--- src/rtl/game_frame_tx_pkg.sv ---
// Shared definitions for the UART game-state frame: byte layout, field splits,
// FSM encoding and the packer/checksum helpers used by both frame ends.
package game_frame_tx_pkg;

  localparam logic [7:0]  SYNC_BYTE_DEFAULT = 8'hA5;
  localparam int unsigned FRAME_BYTES       = 6;
  localparam logic [2:0]  LAST_IDX          = 3'(FRAME_BYTES - 1);
  localparam int unsigned TICK_CNT_W        = 8;

  localparam int unsigned Y_PAD_W  = 10;
  localparam int unsigned X_BALL_W = 11;
  localparam int unsigned Y_BALL_W = 10;

  // Upper bits of each field that land in the earlier byte of a split pair.
  localparam int unsigned Y_PAD_HI_BITS  = 8;
  localparam int unsigned X_BALL_HI_BITS = 6;
  localparam int unsigned Y_BALL_HI_BITS = 3;

  typedef logic [7:0] byte_t;
  typedef byte_t [FRAME_BYTES-1:0] frame_t;

  typedef enum logic [1:0] {
    ST_IDLE = 2'd0,
    ST_SEND = 2'd1,
    ST_DONE = 2'd2
  } frame_state_e;

  function automatic byte_t frame_checksum(input frame_t f);
    return f[1] ^ f[2] ^ f[3] ^ f[4];
  endfunction

  function automatic frame_t pack_frame(
    input byte_t               sync,
    input logic                host,
    input logic [Y_PAD_W-1:0]  y_pad,
    input logic [X_BALL_W-1:0] x_ball,
    input logic [Y_BALL_W-1:0] y_ball
  );
    logic [X_BALL_W-1:0] x;
    logic [Y_BALL_W-1:0] y;
    frame_t              f;
    x    = host ? x_ball : {X_BALL_W{1'b0}};
    y    = host ? y_ball : {Y_BALL_W{1'b0}};
    f[0] = sync;
    f[1] = y_pad[Y_PAD_W-1 -: Y_PAD_HI_BITS];
    f[2] = {y_pad[Y_PAD_W-Y_PAD_HI_BITS-1:0], x[X_BALL_W-1 -: X_BALL_HI_BITS]};
    f[3] = {x[X_BALL_W-X_BALL_HI_BITS-1:0], y[Y_BALL_W-1 -: Y_BALL_HI_BITS]};
    f[4] = {y[Y_BALL_W-Y_BALL_HI_BITS-1:0], host};
    f[5] = frame_checksum(f);
    return f;
  endfunction

endpackage

--- src/rtl/game_frame_tx_tick_div.sv ---
// Frame-tick divider: counts frame_tick pulses and flags every TICK_DIV-th one
// as due in the same cycle.
module game_frame_tx_tick_div
  import game_frame_tx_pkg::*;
#(
  parameter int unsigned TICK_DIV = 1
) (
  input  logic clk,
  input  logic rst,
  input  logic frame_tick,
  output logic due
);

  logic [TICK_CNT_W-1:0] cnt_r;
  logic                  at_end_s;

  // due decode from the current count
  always_comb begin
    at_end_s = (cnt_r == TICK_CNT_W'(TICK_DIV - 1));
    due      = frame_tick && at_end_s;
  end

  // tick counter, wraps on the due tick
  always_ff @(posedge clk) begin
    if (rst) begin
      cnt_r <= {TICK_CNT_W{1'b0}};
    end else if (frame_tick) begin
      if (at_end_s) begin
        cnt_r <= {TICK_CNT_W{1'b0}};
      end else begin
        cnt_r <= cnt_r + TICK_CNT_W'(1);
      end
    end else begin
      cnt_r <= cnt_r;
    end
  end

endmodule

--- src/rtl/game_frame_tx.sv ---
// Game-state frame transmitter: snapshots pad/ball/host on a due frame tick and
// streams a 6-byte sync+payload+checksum frame over a valid/ready byte port.
module game_frame_tx
  import game_frame_tx_pkg::*;
#(
  parameter logic [7:0]  SYNC_BYTE = SYNC_BYTE_DEFAULT,
  parameter int unsigned TICK_DIV  = 1
) (
  input  logic                clk,
  input  logic                rst,
  input  logic                frame_tick,
  input  logic                host,
  input  logic [Y_PAD_W-1:0]  y_pad,
  input  logic [X_BALL_W-1:0] x_ball,
  input  logic [Y_BALL_W-1:0] y_ball,
  input  logic                tx_ready,
  output logic [7:0]          tx_data,
  output logic                tx_valid,
  output logic                busy,
  output logic                frame_dropped
);

  frame_state_e state_r, state_s;
  logic [2:0]   idx_r, idx_s, idx_inc_s;
  frame_t       frame_r, frame_s;
  logic [7:0]   tx_data_r, tx_data_s;
  logic         tx_valid_r, tx_valid_s;
  logic         busy_r, busy_s;
  logic         drop_r, drop_s;
  logic         due_s;
  logic         hs_s;

  game_frame_tx_tick_div #(
    .TICK_DIV (TICK_DIV)
  ) u_tick_div (
    .clk        (clk),
    .rst        (rst),
    .frame_tick (frame_tick),
    .due        (due_s)
  );

  // next-state, next-byte and status decode
  always_comb begin
    state_s    = state_r;
    idx_s      = idx_r;
    frame_s    = frame_r;
    tx_data_s  = tx_data_r;
    tx_valid_s = 1'b0;
    hs_s       = tx_valid_r && tx_ready;
    idx_inc_s  = idx_r + 3'd1;
    // Any due tick outside IDLE is lost, including one on the final handshake.
    drop_s     = due_s && (state_r != ST_IDLE);

    case (state_r)
      ST_IDLE: begin
        if (due_s) begin
          frame_s    = pack_frame(SYNC_BYTE, host, y_pad, x_ball, y_ball);
          idx_s      = 3'd0;
          tx_data_s  = frame_s[0];
          tx_valid_s = 1'b1;
          state_s    = ST_SEND;
        end else begin
          state_s    = ST_IDLE;
        end
      end
      ST_SEND: begin
        tx_valid_s = 1'b1;
        if (hs_s) begin
          if (idx_r == LAST_IDX) begin
            tx_valid_s = 1'b0;
            state_s    = ST_DONE;
          end else begin
            idx_s      = idx_inc_s;
            tx_data_s  = frame_r[idx_inc_s];
          end
        end else begin
          state_s    = ST_SEND;
        end
      end
      ST_DONE: begin
        state_s = ST_IDLE;
      end
      default: begin
        state_s = ST_IDLE;
      end
    endcase

    busy_s = (state_s != ST_IDLE);
  end

  // state, snapshot and output registers
  always_ff @(posedge clk) begin
    if (rst) begin
      state_r    <= ST_IDLE;
      idx_r      <= 3'd0;
      frame_r    <= {(FRAME_BYTES*8){1'b0}};
      tx_data_r  <= 8'd0;
      tx_valid_r <= 1'b0;
      busy_r     <= 1'b0;
      drop_r     <= 1'b0;
    end else begin
      state_r    <= state_s;
      idx_r      <= idx_s;
      frame_r    <= frame_s;
      tx_data_r  <= tx_data_s;
      tx_valid_r <= tx_valid_s;
      busy_r     <= busy_s;
      drop_r     <= drop_s;
    end
  end

  assign tx_data       = tx_data_r;
  assign tx_valid      = tx_valid_r;
  assign busy          = busy_r;
  assign frame_dropped = drop_r;

endmodule

--- config.mk ---
export PLATFORM = sky130hd
export DESIGN_NAME = game_frame_tx
export DESIGN_NICKNAME = d
export VERILOG_FILES = /design/src/rtl/game_frame_tx_pkg.sv /design/src/rtl/game_frame_tx_tick_div.sv /design/src/rtl/game_frame_tx.sv
export SDC_FILE = /design/constraint.sdc
export NUM_CORES = 1
export LEC_CHECK = 0
export ABC_AREA = 1
export ABC_CLOCK_PERIOD_IN_PS = 1500
export BUFFER_PORTS_ARGS = -buffer_cell sky130_fd_sc_hd__buf_4
export CAP_MARGIN = 30
export CELL_PAD_IN_SITES_DETAIL_PLACEMENT = 1
export CELL_PAD_IN_SITES_GLOBAL_PLACEMENT = 1
export CORE_MARGIN = 5
export CORE_UTILIZATION = 36
export DETAILED_ROUTE_END_ITERATION = 7
export PLACE_DENSITY_LB_ADDON = 0.1
export SLEW_MARGIN = 10
export SYNTH_ARGS = -nofsm -noshare
export SYNTH_HDL_FRONTEND = slang
export SYNTH_SLANG_ARGS = --single-unit
--- constraint.sdc ---
create_clock -name clk -period 1.5 [get_ports clk]
set_clock_uncertainty 0.1 [all_clocks]
set_input_delay 0.3 -clock clk [delete_from_list [all_inputs] [get_ports clk]]
set_output_delay 0.3 -clock clk [all_outputs]
set_load 0.03 [all_outputs]
==> results of run 1 <==
## sequential cells by signal (all words and copies together) (netlist names)
signal / cells
idx_r: 3
u_tick_div.cnt_r: 8
tx_valid: 1
tx_data: 8
busy: 1
state_r: 2
frame_dropped: 1
frame_r: 41
## cell families after synthesis
group                      after synthesis  synth area share (%)
and+or+nand+nor                        232                  29.0
buffers and inverters                   78                  9.84
AOI/OAI and AO/OA                       94                  15.4
xor gates and xnor gates                16                  4.30
DFF                                     65                  40.0
adders and majority gates                4                  1.54
## Yosys cell counts (all sizes together)
cell and number:
inv 57, nand2 152, o21ai 39, buf 10
clkbuf 11, xor2 4, o21a 4, a21boi 1
a31oi 2, xnor2 12, a211oi 4, nand4 1
nor4 1, ha 4, a21oi 42, dfxtp 65
nor3 5, o211ai 2, nand3 21, nor2 52
## area by class of cell
class                   instances  area, um^2  share of cell area (%)
multi-input cells             347        1960                    41.7
flip-flops and latches         65        1310                    27.8
repair buffers                105         923                    19.6
inverters                      57         221                    4.71
clock buffers                  12         135                    2.87
well taps                     108         135                    2.87
clock inverters                 4        20.0                   0.426
## power groups by stage
stage,Combinational [uW],Clock [uW],Sequential [uW]
after CTS,1790,1310,2030
after detailed placement,1520,0,2060
after global routing,2150,1410,2060
after global placement,1490,0,2050
final,1960,1300,2040
after floorplan,842,0,2140
## worst max-delay path by stage
| stage | startpoint | endpoint | slack (ps) | cells after the start |
|---|---|---|---|---|
| finish | u_tick_div.cnt_r[1]$_SDFFE_PP0P_ | frame_r[29]$_SDFFE_PP0N_ | -150 | 12 |
| detailed placement | u_tick_div.cnt_r[0]$_SDFFE_PP0P_ | frame_r[46]$_SDFFE_PP0N_ | -150 | 10 |
| global route | u_tick_div.cnt_r[1]$_SDFFE_PP0P_ | frame_r[29]$_SDFFE_PP0N_ | -220 | 12 |
| global placement | u_tick_div.cnt_r[0]$_SDFFE_PP0P_ | frame_r[46]$_SDFFE_PP0N_ | -100 | 10 |
| CTS | u_tick_div.cnt_r[1]$_SDFFE_PP0P_ | frame_r[29]$_SDFFE_PP0N_ | -110 | 12 |
| floorplan | u_tick_div.cnt_r[0]$_SDFFE_PP0P_ | tx_data[1]$_SDFFE_PP0P_ | 5 | 10 |
## through the flow
stage	util, %	cell area (um^2)
floorplan	-	3260
global placement	45.3	3970
global route	53.7	4700
detailed placement	45.3	3970
finish	53.7	4700
CTS	51.3	4500
## worst min-delay path, stage by stage
cell    delay [ps]
buf_4           90
nor2_1          40
nor2_1          70
## routing by layer
layer / global-route usage (%) / vias up / routed length, um
met4: 5.21 / 0 / 158
li1: - / 1730 / -
met3: 3.58 / 17 / 350
met5: 0 / - / 0
met1: 25.7 / 1595 / 4960
met2: 31.5 / 57 / 5320
## cells in the final DEF, fill, tap and decap left out, types with 10 or more instances in the layout
cell       n
dfxtp_1   61
nand3_1   17
o21ai_0   24
nand2_2   28
a21oi_1   29
xnor2_1   12
buf_4     88
nor2_1    42
a21oi_2   12
o21ai_2   10
nand2_1  118
inv_1     52
## repair_timing
| item | CTS | global route |
|---|---|---|
| setup buffers | 8 | 12 |
| pin swaps | 13 | 13 |
| gates cloned | 5 | 1 |
| resized for setup | 63 | 64 |
| setup endpoints to repair | 52 | 59 |
==> reports/metrics.yaml, run 1 <==
status:
  status: "finished, violations left"
  violations: "negative setup slack"
hold_path:
  min_path_type: "primary input to register"
  holdPathStages: 3
  worstHoldStart: "y_pad[2]"
  holdPathEnd: "frame_r[8]$_SDFFE_PP0N_"
worst_setup_path:
  worst_setup_path_end_kind: "register"
  cpPeakStageDelay_ps: 330
  r2r-start: "u_tick_div.cnt_r[1]$_SDFFE_PP0P_"
  ff2ff_setup_slack_ps: -150
  crit_family: "simple AND/OR/NAND/NOR gates"
  crit_buf_inv: 4
  r2r_cells: 12
  crit_slowest_cell: "dfxtp_2"
  crit_chain: "inv_2 > ha_4 > nand2_4 > nor2_4 > nand2_2 > nor2_4 > buf_6 > buf_8 > buf_16 > nand2_2 > nand2_1 > a21oi_1"
  cp-start-kind: "register"
  crit_fanout: 6
  arrival_ps: 1790
  cp.required_ps: 1640
  r2r-end: "frame_r[29]$_SDFFE_PP0N_"
  crit_type: "register to register"
synthesis:
  yosys_register_bits: 65
  syn_avg_cell_area_um2: 6.66
  ys_warn_count: 0
  synth.largest_area_cell: "dfxtp_1"
  synth_area_leaders: "dfxtp_1 40%, nand2_1 17%, a21oi_1 6.5%"
  synth.distinct_cells: 29
  syn_area_mm2: 0.00326
  syn_nets: 529
  syn_inst: 489
  seq_area_frac_synth_pct: 40.0
  yosysTopAreaCellShare_pct: 40.0
timing:
  rsz0062_at_grt: "true"
  fin_tns_setup_ps: -3700
  fmax_mhz: 605
  maxSlewViolCount: 0
  tightest_slew_ps: 419
  fin_ws_ps: -152
  period_needed_ps: 1650
  finalHoldViolations: 0
  setup_viol: 55
  hold_ws_ps: 91.4
  maxSlewHeadroom_pct: 71.8
  fin_crit_sh_pct: 110
finish:
  stdcell_count: 698
  syn_to_final_growth_pct: 44.5
  nets: 625
  diodes: 0
  fillers: 1129
  drive_gt1_share_pct: 34.6
floorplanning:
  num_rows: 34
  die_area_mm2: 0.0110
  die_w_um: 105
  chipHeight_um: 105
  ios: 47
  start_util_pct: 37.2
  coreArea_mm2: 0.00876
place:
  port_buffers: 46
  place_ws_ps: -153
  dp.cells: 662
  gp_congestion: 0.807
  dpl.hpwl_um: 7010
power_and_ir_drop:
  power.density_mw_per_mm2: 1130
  irDropWorstVdd_v: 0.000446
  p_leak_uw: 0.00210
  share_clk_of_total_power_pct: 24.5
  p_int_uw: 3360
  seqPwrFrac_pct: 38.5
  combPwrFrac_pct: 37.1
  switching_power_uw: 1930
  p_sw_share_pct: 36.5
  report.power.total_uw: 5300
grt:
  grt_pass1_vias: 3487
  grt_usage_pct: 19.1
  grt.overflow.total: 0
  grt_max_degree: 27
  antenna_found_initial: 0
  grt_pass1_wl_um: 17300
job:
  drv_cap: 0
clock_network:
  tritoncts: "yes"
  insertion_delay_ps: 350
  cts_sinks: 65
  hold_buffers: 0
  cts-root-buf: "clkbuf_8"
  htreeDepth: 3
  numCtsBuffers: 9
  clk_pin_slew_ps: 80
  clk_path_buf_depth: 2
drt:
  vias: 3399
  dr.pass1.iters: 4
  vias_per_cell: 4.87
  drt_iter0_markers: 112
  drc: 0
  ant_nets: 0
  routedWlPerCell_um: 15.5
  drt-total-wl_um: 10800
Power figures use the tool's default switching activity.
==> run 2, diff against run 1 <==
- BUFFER_PORTS_ARGS: -buffer_cell sky130_fd_sc_hd__buf_4 -> default
- CORE_UTILIZATION: 36 -> 40
- DONT_BUFFER_PORTS: default -> 1
==> reports/metrics.yaml, run 2 (same netlist as run 1, synthesis figures left out) <==
grt:
  grt_pass1_vias: 3330  # was 3487
  grt.overflow.total: 0  # unchanged
  grt_usage_pct: 21.7  # was 19.1%
  grt_pass1_wl_um: 17000  # was 17300 um
  antenna_found_initial: 0  # unchanged
  grt_max_degree: 32  # was 27
place:
  gp_congestion: 0.789  # was 0.807
  dp.cells: 608  # was 662
  dpl.hpwl_um: 6910  # was 7010 um
  place_ws_ps: -163  # was -153 ps
  port_buffers: 0  # was 46
clock_network:
  cts_sinks: 65  # unchanged
  clk_pin_slew_ps: 80  # about the same
  clk_path_buf_depth: 2  # unchanged
  tritoncts: "yes"  # unchanged
  htreeDepth: 3  # unchanged
  numCtsBuffers: 9  # unchanged
  insertion_delay_ps: 350  # about the same
  cts-root-buf: "clkbuf_8"  # unchanged
timing:
  fin_crit_sh_pct: 112  # was 110%
  finalHoldViolations: 0  # unchanged
  setup_viol: 54  # was 55
  maxSlewHeadroom_pct: 46.1  # was 71.8%
  period_needed_ps: 1680  # was 1650 ps
  fmax_mhz: 596  # was 605 MHz
  maxSlewViolCount: 0  # unchanged
  tightest_slew_ps: 805  # was 419 ps
  fin_ws_ps: -179  # was -152 ps
  rsz0062_at_grt: "true"  # unchanged
finish:
  stdcell_count: 649  # was 698
  top_register: "frame_r"  # unchanged
  layout_commonest_cell: "nand2_1"  # unchanged
  diodes: 0  # unchanged
  syn_to_final_growth_pct: 37.8  # was 44.5%
  largest_reg_flops: 41  # unchanged
  drive_gt1_share_pct: 26.1  # was 34.6%
  final_cell_mix: "126 x nand2_1, 61 x dfxtp_1, 53 x inv_1"  # was 118 x nand2_1, 88 x buf_4, 61 x dfxtp_1
  nets: 580  # was 625
worst_setup_path:
  r2r-start: "u_tick_div.cnt_r[1]$_SDFFE_PP0P_"  # unchanged
  cp-startpoint: "u_tick_div.cnt_r[1]$_SDFFE_PP0P_"  # unchanged
  arrival_ps: 1820  # was 1790 ps
  crit_type: "register to register"  # unchanged
  cp-start-kind: "register"  # unchanged
  cp.required_ps: 1640  # about the same
  crit_fanout: 13  # was 6
  worst_setup_path_end_kind: "register"  # unchanged
drt:
  dr.pass1.iters: 4  # unchanged
  drc: 0  # unchanged
  routedWlPerCell_um: 17.5  # was 15.5 um
  ant_nets: 0  # unchanged
  vias_per_cell: 5.14  # was 4.87
  drt_iter0_markers: 114  # was 112
  vias: 3336  # was 3399
  drt-total-wl_um: 11300  # was 10800 um
floorplanning:
  die_area_mm2: 0.0100  # was 0.0110 mm^2
  chipHeight_um: 100  # was 105 um
  start_util_pct: 40.4  # was 37.2%
  die_w_um: 100  # was 105 um
  ios: 47  # unchanged
  num_rows: 33  # was 34
  coreArea_mm2: 0.00805  # was 0.00876 mm^2
status:
  status: "finished, violations left"  # unchanged
  violations: "negative setup slack"  # unchanged
job:
  drv_cap: 0  # unchanged
hold_path:
  worstHoldStart: "y_pad[3]"  # was y_pad[2]
  min_path_type: "primary input to register"  # unchanged
power_and_ir_drop:
  p_leak_uw: 0.00192  # was 0.00210 uW
  irDropWorstVdd_v: 0.000497  # was 0.000446 V
  power.density_mw_per_mm2: 1250  # was 1130 mW/mm^2
[run 2: changes by cell type in the layout (fill, tap and decap cells not counted), sizes merged]
cell,before,now
buf,105,47
dlygate4sd3,0,12
clkinv,4,1
bufinv,0,2
clkinvlp,0,2
clkbuf,12,11
[run 2: power by group]
part | internal [uW] | switching, uW
Sequential | 1930 | 207
Clock | 969 | 745
Combinational | 757 | 1020
[run 2: worst paths after layout]
| path | endpoint | slack [ps] | depth (start not counted) |
|---|---|---|---|
| worst max register to register | frame_r[39]$_SDFFE_PP0N_ | -180 | 9 |
| worst min-delay path | frame_r[9]$_SDFFE_PP0N_ | 3 | 2 |
| worst max-delay path | frame_r[39]$_SDFFE_PP0N_ | -180 | 9 |
| worst min register to register | frame_r[33]$_SDFFE_PP0N_ | 360 | 2 |
[run 2: cell type report]
type | count | area, um^2
well taps | 105 | 131
flip-flops and latches | 65 | 1310
repair buffers | 60 | 649
fillers | 1032 | 3560
clock inverters | 5 | 80.1
multi-input cells | 347 | 1970
inverters | 57 | 214
clock buffers | 10 | 138
[run 2: what timing repair did]
action	in CTS	in global routing
endpoints found under the setup margin	51	56
hold buffers	9	3
gates resized for setup	48	65
hold endpoints to repair	24	2
pin swaps	7	5
cloned	5	1
setup buffers	4	5
[run 2: metrics by stage]
stage               power [uW]  hold slack, ps  TNS (ps)  cell area (um^2)  utilization [%]
floorplan                 2990             321         0              3260                -
CTS                       5410            3.01     -2040              4200             52.2
detailed placement        3430             275     -2560              3600             44.7
global placement          3390             273      -286              3600             44.7
global route              5920          -0.808     -8420              4490             55.7
finish                    5630            2.94     -3910              4490             55.7
[run 2: metal layers]
layer	GRT usage, %	part of all wire, %
met1	28.4	45
met2	36.5	50
met3	3.82	3.8
met4	6.63	1.3
met5	0	0
[run 2: critical path, stage by stage, from the launching register on]
cell,delay [ps]
dfxtp_2,330
inv_2,80
ha_4,140
nand2_4,50
nor2_4,90
buf_4,130
nand3_4,140
buf_6,200
o21ai_0,210
a21oi_1,90
==> run 3, diff against run 2 <==
- ABC_AREA: 1 -> default
- CORE_UTILIZATION: 40 -> 43
- GPL_TIMING_DRIVEN: default -> 1
==> reports/metrics.yaml, run 3 <==
synthesis:
  yosys_register_bits: 65  # unchanged
  syn_area_mm2: 0.00347  # was 0.00326 mm^2
  synth_most_common_cell: "dfxtp_1"  # was nand2_1
  muxShareOfSynthArea_pct: 7.35  # was 0%
  synth-compound-area-share_pct: 24.0  # was 15.4%
  seq_area_frac_synth_pct: 37.5  # was 40.0%
  synthAdderAreaFrac_pct: 1.44  # was 1.54%
  yosysTopAreaCellShare_pct: 37.5  # was 40.0%
  synthXorXnorAreaFrac_pct: 6.02  # was 4.30%
  dominantRegCellSynth: "dfxtp_1"  # unchanged
  syn_inst: 385  # was 489
  synth-simple-area-share_pct: 17.3  # was 29.0%
  syn_avg_cell_area_um2: 9.02  # was 6.66 um^2
  synth_edf_count: 0  # unchanged
  synth_area_leaders: "dfxtp_1 37%, o31ai_1 7.1%, a21oi_1 6.3%"  # was dfxtp_1 40%, nand2_1 17%, a21oi_1 6.5%
  synth.distinct_cells: 44  # was 29
  synth_common_cells: "65 x dfxtp_1, 44 x a21oi_1, 34 x clkbuf_1, 33 x nand2_1, 33 x o31ai_1"  # was 149 x nand2_1, 65 x dfxtp_1, 55 x inv_1, 49 x nor2_1, 42 x a21oi_1
  syn_nets: 425  # was 529
  synth.largest_area_cell: "dfxtp_1"  # unchanged
  ys_warn_count: 0  # unchanged
  ys_async_sr_fraction_pct: 0  # unchanged
  synth_top_family_by_area: "compound AO/OA/AOI/OAI gates"  # was simple AND/OR/NAND/NOR gates
hold_path:
  worstHoldStart: "rst"  # was y_pad[3]
  holdPathStages: 1  # was 2
  min_path_type: "primary input to register"  # unchanged
  holdPathEnd: "tx_data[0]$_SDFFE_PP0P_"  # was frame_r[9]$_SDFFE_PP0N_
place:
  gp_congestion: 0.862  # was 0.789
  port_buffers: 0  # unchanged
  dpl.hpwl_um: 8060  # was 6910 um
worst_setup_path:
  ff2ff_setup_slack_ps: -470  # was -180 ps
  crit_type: "register to register"  # unchanged
  r2r-end: "frame_r[10]$_SDFFE_PP0N_"  # was frame_r[39]$_SDFFE_PP0N_
  cp-start-kind: "register"  # unchanged
  crit_fanout: 8  # was 13
  cp.required_ps: 1620  # was 1640 ps
  r2r-start: "u_tick_div.cnt_r[2]$_SDFFE_PP0P_"  # was u_tick_div.cnt_r[1]$_SDFFE_PP0P_
  cp-startpoint: "u_tick_div.cnt_r[2]$_SDFFE_PP0P_"  # was u_tick_div.cnt_r[1]$_SDFFE_PP0P_
  worst_setup_path_end_kind: "register"  # unchanged
  arrival_ps: 2100  # was 1820 ps
  r2r_cells: 5  # was 9
timing:
  period_needed_ps: 1970  # was 1680 ps
  setup_viol: 64  # was 54
  maxSlewViolCount: 0  # unchanged
  fmax_mhz: 507  # was 596 MHz
  fin_crit_sh_pct: 131  # was 112%
  tightest_slew_ps: 582  # was 805 ps
  maxSlewHeadroom_pct: 61.2  # was 46.1%
  hold_ws_ps: -85.9  # was 2.94 ps
  fin_tns_setup_ps: -23070  # was -3910 ps
  fin_ws_ps: -472  # was -179 ps
  rsz0062_at_grt: "true"  # unchanged
  finalHoldViolations: 47  # was 0
power_and_ir_drop:
  report.power.total_uw: 4470  # was 5630 uW
  share_clk_of_total_power_pct: 33.6  # was 30.5%
  p_int_uw: 3110  # was 3660 uW
  power.density_mw_per_mm2: 942  # was 1250 mW/mm^2
  p_sw_share_pct: 30.3  # was 35.0%
  p_leak_uw: 0.00172  # was 0.00192 uW
  combPwrFrac_pct: 23.8  # was 31.6%
  irDropWorstVdd_v: 0.000420  # was 0.000497 V
  switching_power_uw: 1350  # was 1970 uW
  seqPwrFrac_pct: 42.6  # was 38.0%
clock_network:
  insertion_delay_ps: 350  # about the same
  clk_path_buf_depth: 2  # unchanged
  clk_pin_slew_ps: 80  # about the same
  htreeDepth: 3  # unchanged
  cts_sinks: 65  # unchanged
  numCtsBuffers: 9  # unchanged
  tritoncts: "yes"  # unchanged
  cts-root-buf: "clkbuf_8"  # unchanged
grt:
  grt_usage_pct: 26.7  # was 21.7%
  antenna_found_initial: 0  # unchanged
  grt_max_degree: 51  # was 32
  grt_pass1_wl_um: 20500  # was 17000 um
  grt_pass1_vias: 3723  # was 3330
  grt.overflow.total: 0  # unchanged
drt:
  drt-total-wl_um: 14200  # was 11300 um
  drt_iter0_markers: 175  # was 114
  vias_per_cell: 6.79  # was 5.14
  drc: 0  # unchanged
  dr.pass1.iters: 5  # was 4
  routedWlPerCell_um: 26.7  # was 17.5 um
  ant_nets: 0  # unchanged
  vias: 3613  # was 3336
floorplanning:
  die_w_um: 99.8  # was 100 um
  die_area_mm2: 0.00997  # was 0.0100 mm^2
  ios: 47  # unchanged
  num_rows: 32  # was 33
  start_util_pct: 44.5  # was 40.4%
  coreArea_mm2: 0.00781  # was 0.00805 mm^2
  chipHeight_um: 99.8  # was 100 um
status:
  status: "finished, violations left"  # unchanged
  violations: "negative hold slack, negative setup slack"  # was negative setup slack
finish:
  fillers: 862  # was 1032
  drive_gt1_share_pct: 43.0  # was 26.1%
  top_register: "frame_r"  # unchanged
  largest_reg_flops: 41  # unchanged
  regArea_mm2: 0.00132  # was 0.00131 mm^2
  fin_util_pct: 60.7  # was 55.7%
  final_cell_mix: "59 x dfxtp_1, 49 x buf_4, 33 x nand2_1"  # was 126 x nand2_1, 61 x dfxtp_1, 53 x inv_1
  layout_commonest_cell: "dfxtp_1"  # was nand2_1
  multi_input_area_mm2: 0.00249  # was 0.00197 mm^2
  syn_to_final_growth_pct: 36.6  # was 37.8%
  diodes: 0  # unchanged
  nets: 465  # was 580
job:
  drv_cap: 0  # unchanged
-- run 3: cell types whose count changed after synthesis, sizes merged, moves of 17 or more --
cell    previous run  this run
nand2            152        33
o31ai              0        33
o21ai             39        10
inv               57        10
clkbuf            11        34
nand3             21         4
or4                0        22
nor2              52         6
-- run 3: how the worst max path moves through the flow --
stage / depth (start not counted) / slack, ps / endpoint
5_1_grt: 6 / -490 / frame_r[30]$_SDFFE_PP0N_
4_1_cts: 6 / -370 / frame_r[19]$_SDFFE_PP0N_
6_report: 5 / -470 / frame_r[10]$_SDFFE_PP0N_
3_3_place_gp: 5 / -450 / frame_r[38]$_SDFFE_PP0N_
3_5_place_dp: 5 / -530 / frame_r[38]$_SDFFE_PP0N_
2_1_floorplan: 7 / -390 / frame_r[19]$_SDFFE_PP0N_
-- run 3: power groups by stage --
| stage | clock network (uW) | logic [uW] | registers (uW) |
|---|---|---|---|
| floorplan | 0 | 546 | 1950 |
| global placement | 0 | 772 | 1930 |
| detailed placement | 0 | 786 | 1940 |
| CTS | 1520 | 914 | 1900 |
| global route | 1590 | 1130 | 1910 |
| finish | 1500 | 1060 | 1900 |
-- run 3: cell type report --
| cell class | count | area share, % |
|---|---|---|
| Inverter | 10 | 0.792 |
| Clock buffer | 13 | 3.14 |
| Clock inverter | 3 | 0.844 |
| Multi-Input combinational cell | 275 | 52.5 |
| Tap cell | 102 | 2.69 |
| Timing Repair Buffer | 64 | 12.2 |
| Sequential cell | 65 | 27.8 |
-- run 3: routing by layer --
metal / track usage (%) / routed length, um / vias up
li1: - / - / 1581
met1: 31.3 / 5500 / 1781
met2: 44.4 / 6840 / 185
met3: 8.48 / 1110 / 66
met4: 12.1 / 734 / 0
met5: 0 / 0 / -
-- run 3: logic make-up (layout without fill, tap and decap cells) --
family          count (synthesis)  count (layout)
compound gates                125             125
xor+xnor                       16              16
fa+ha+maj                       4               4
buf+inv                        51              90
flops                          65              65
mux                            19              19
simple gates                  105             111
-- run 3: worst max-delay path: stages (launching register included) --
cell and delay, ps:
dfxtp_4 370, or4b_4 670, buf_12 190, buf_4 130, o31ai_2 250, a21oi_1 130
-- run 3: through the flow --
step	setup WS [ps]	hold WS, ps	cell area [um^2]	cells
after global routing	-486	-95.2	4740	532
after CTS	-368	-93.7	4420	527
after detailed placement	-527	279	3920	501
after global placement	-445	277	3920	501
after floorplan	-389	341	3600	385
final	-472	-85.9	4740	532
-- run 3: what timing repair did --
| action | in CTS | in global routing |
|---|---|---|
| endpoints found under the setup margin | 64 | 64 |
| pin swaps | 17 | 14 |
| resized for setup | 48 | 61 |
| gates cloned | 6 | 1 |
| endpoints found under the hold margin | 47 | 47 |
| setup buffers | 4 | 4 |
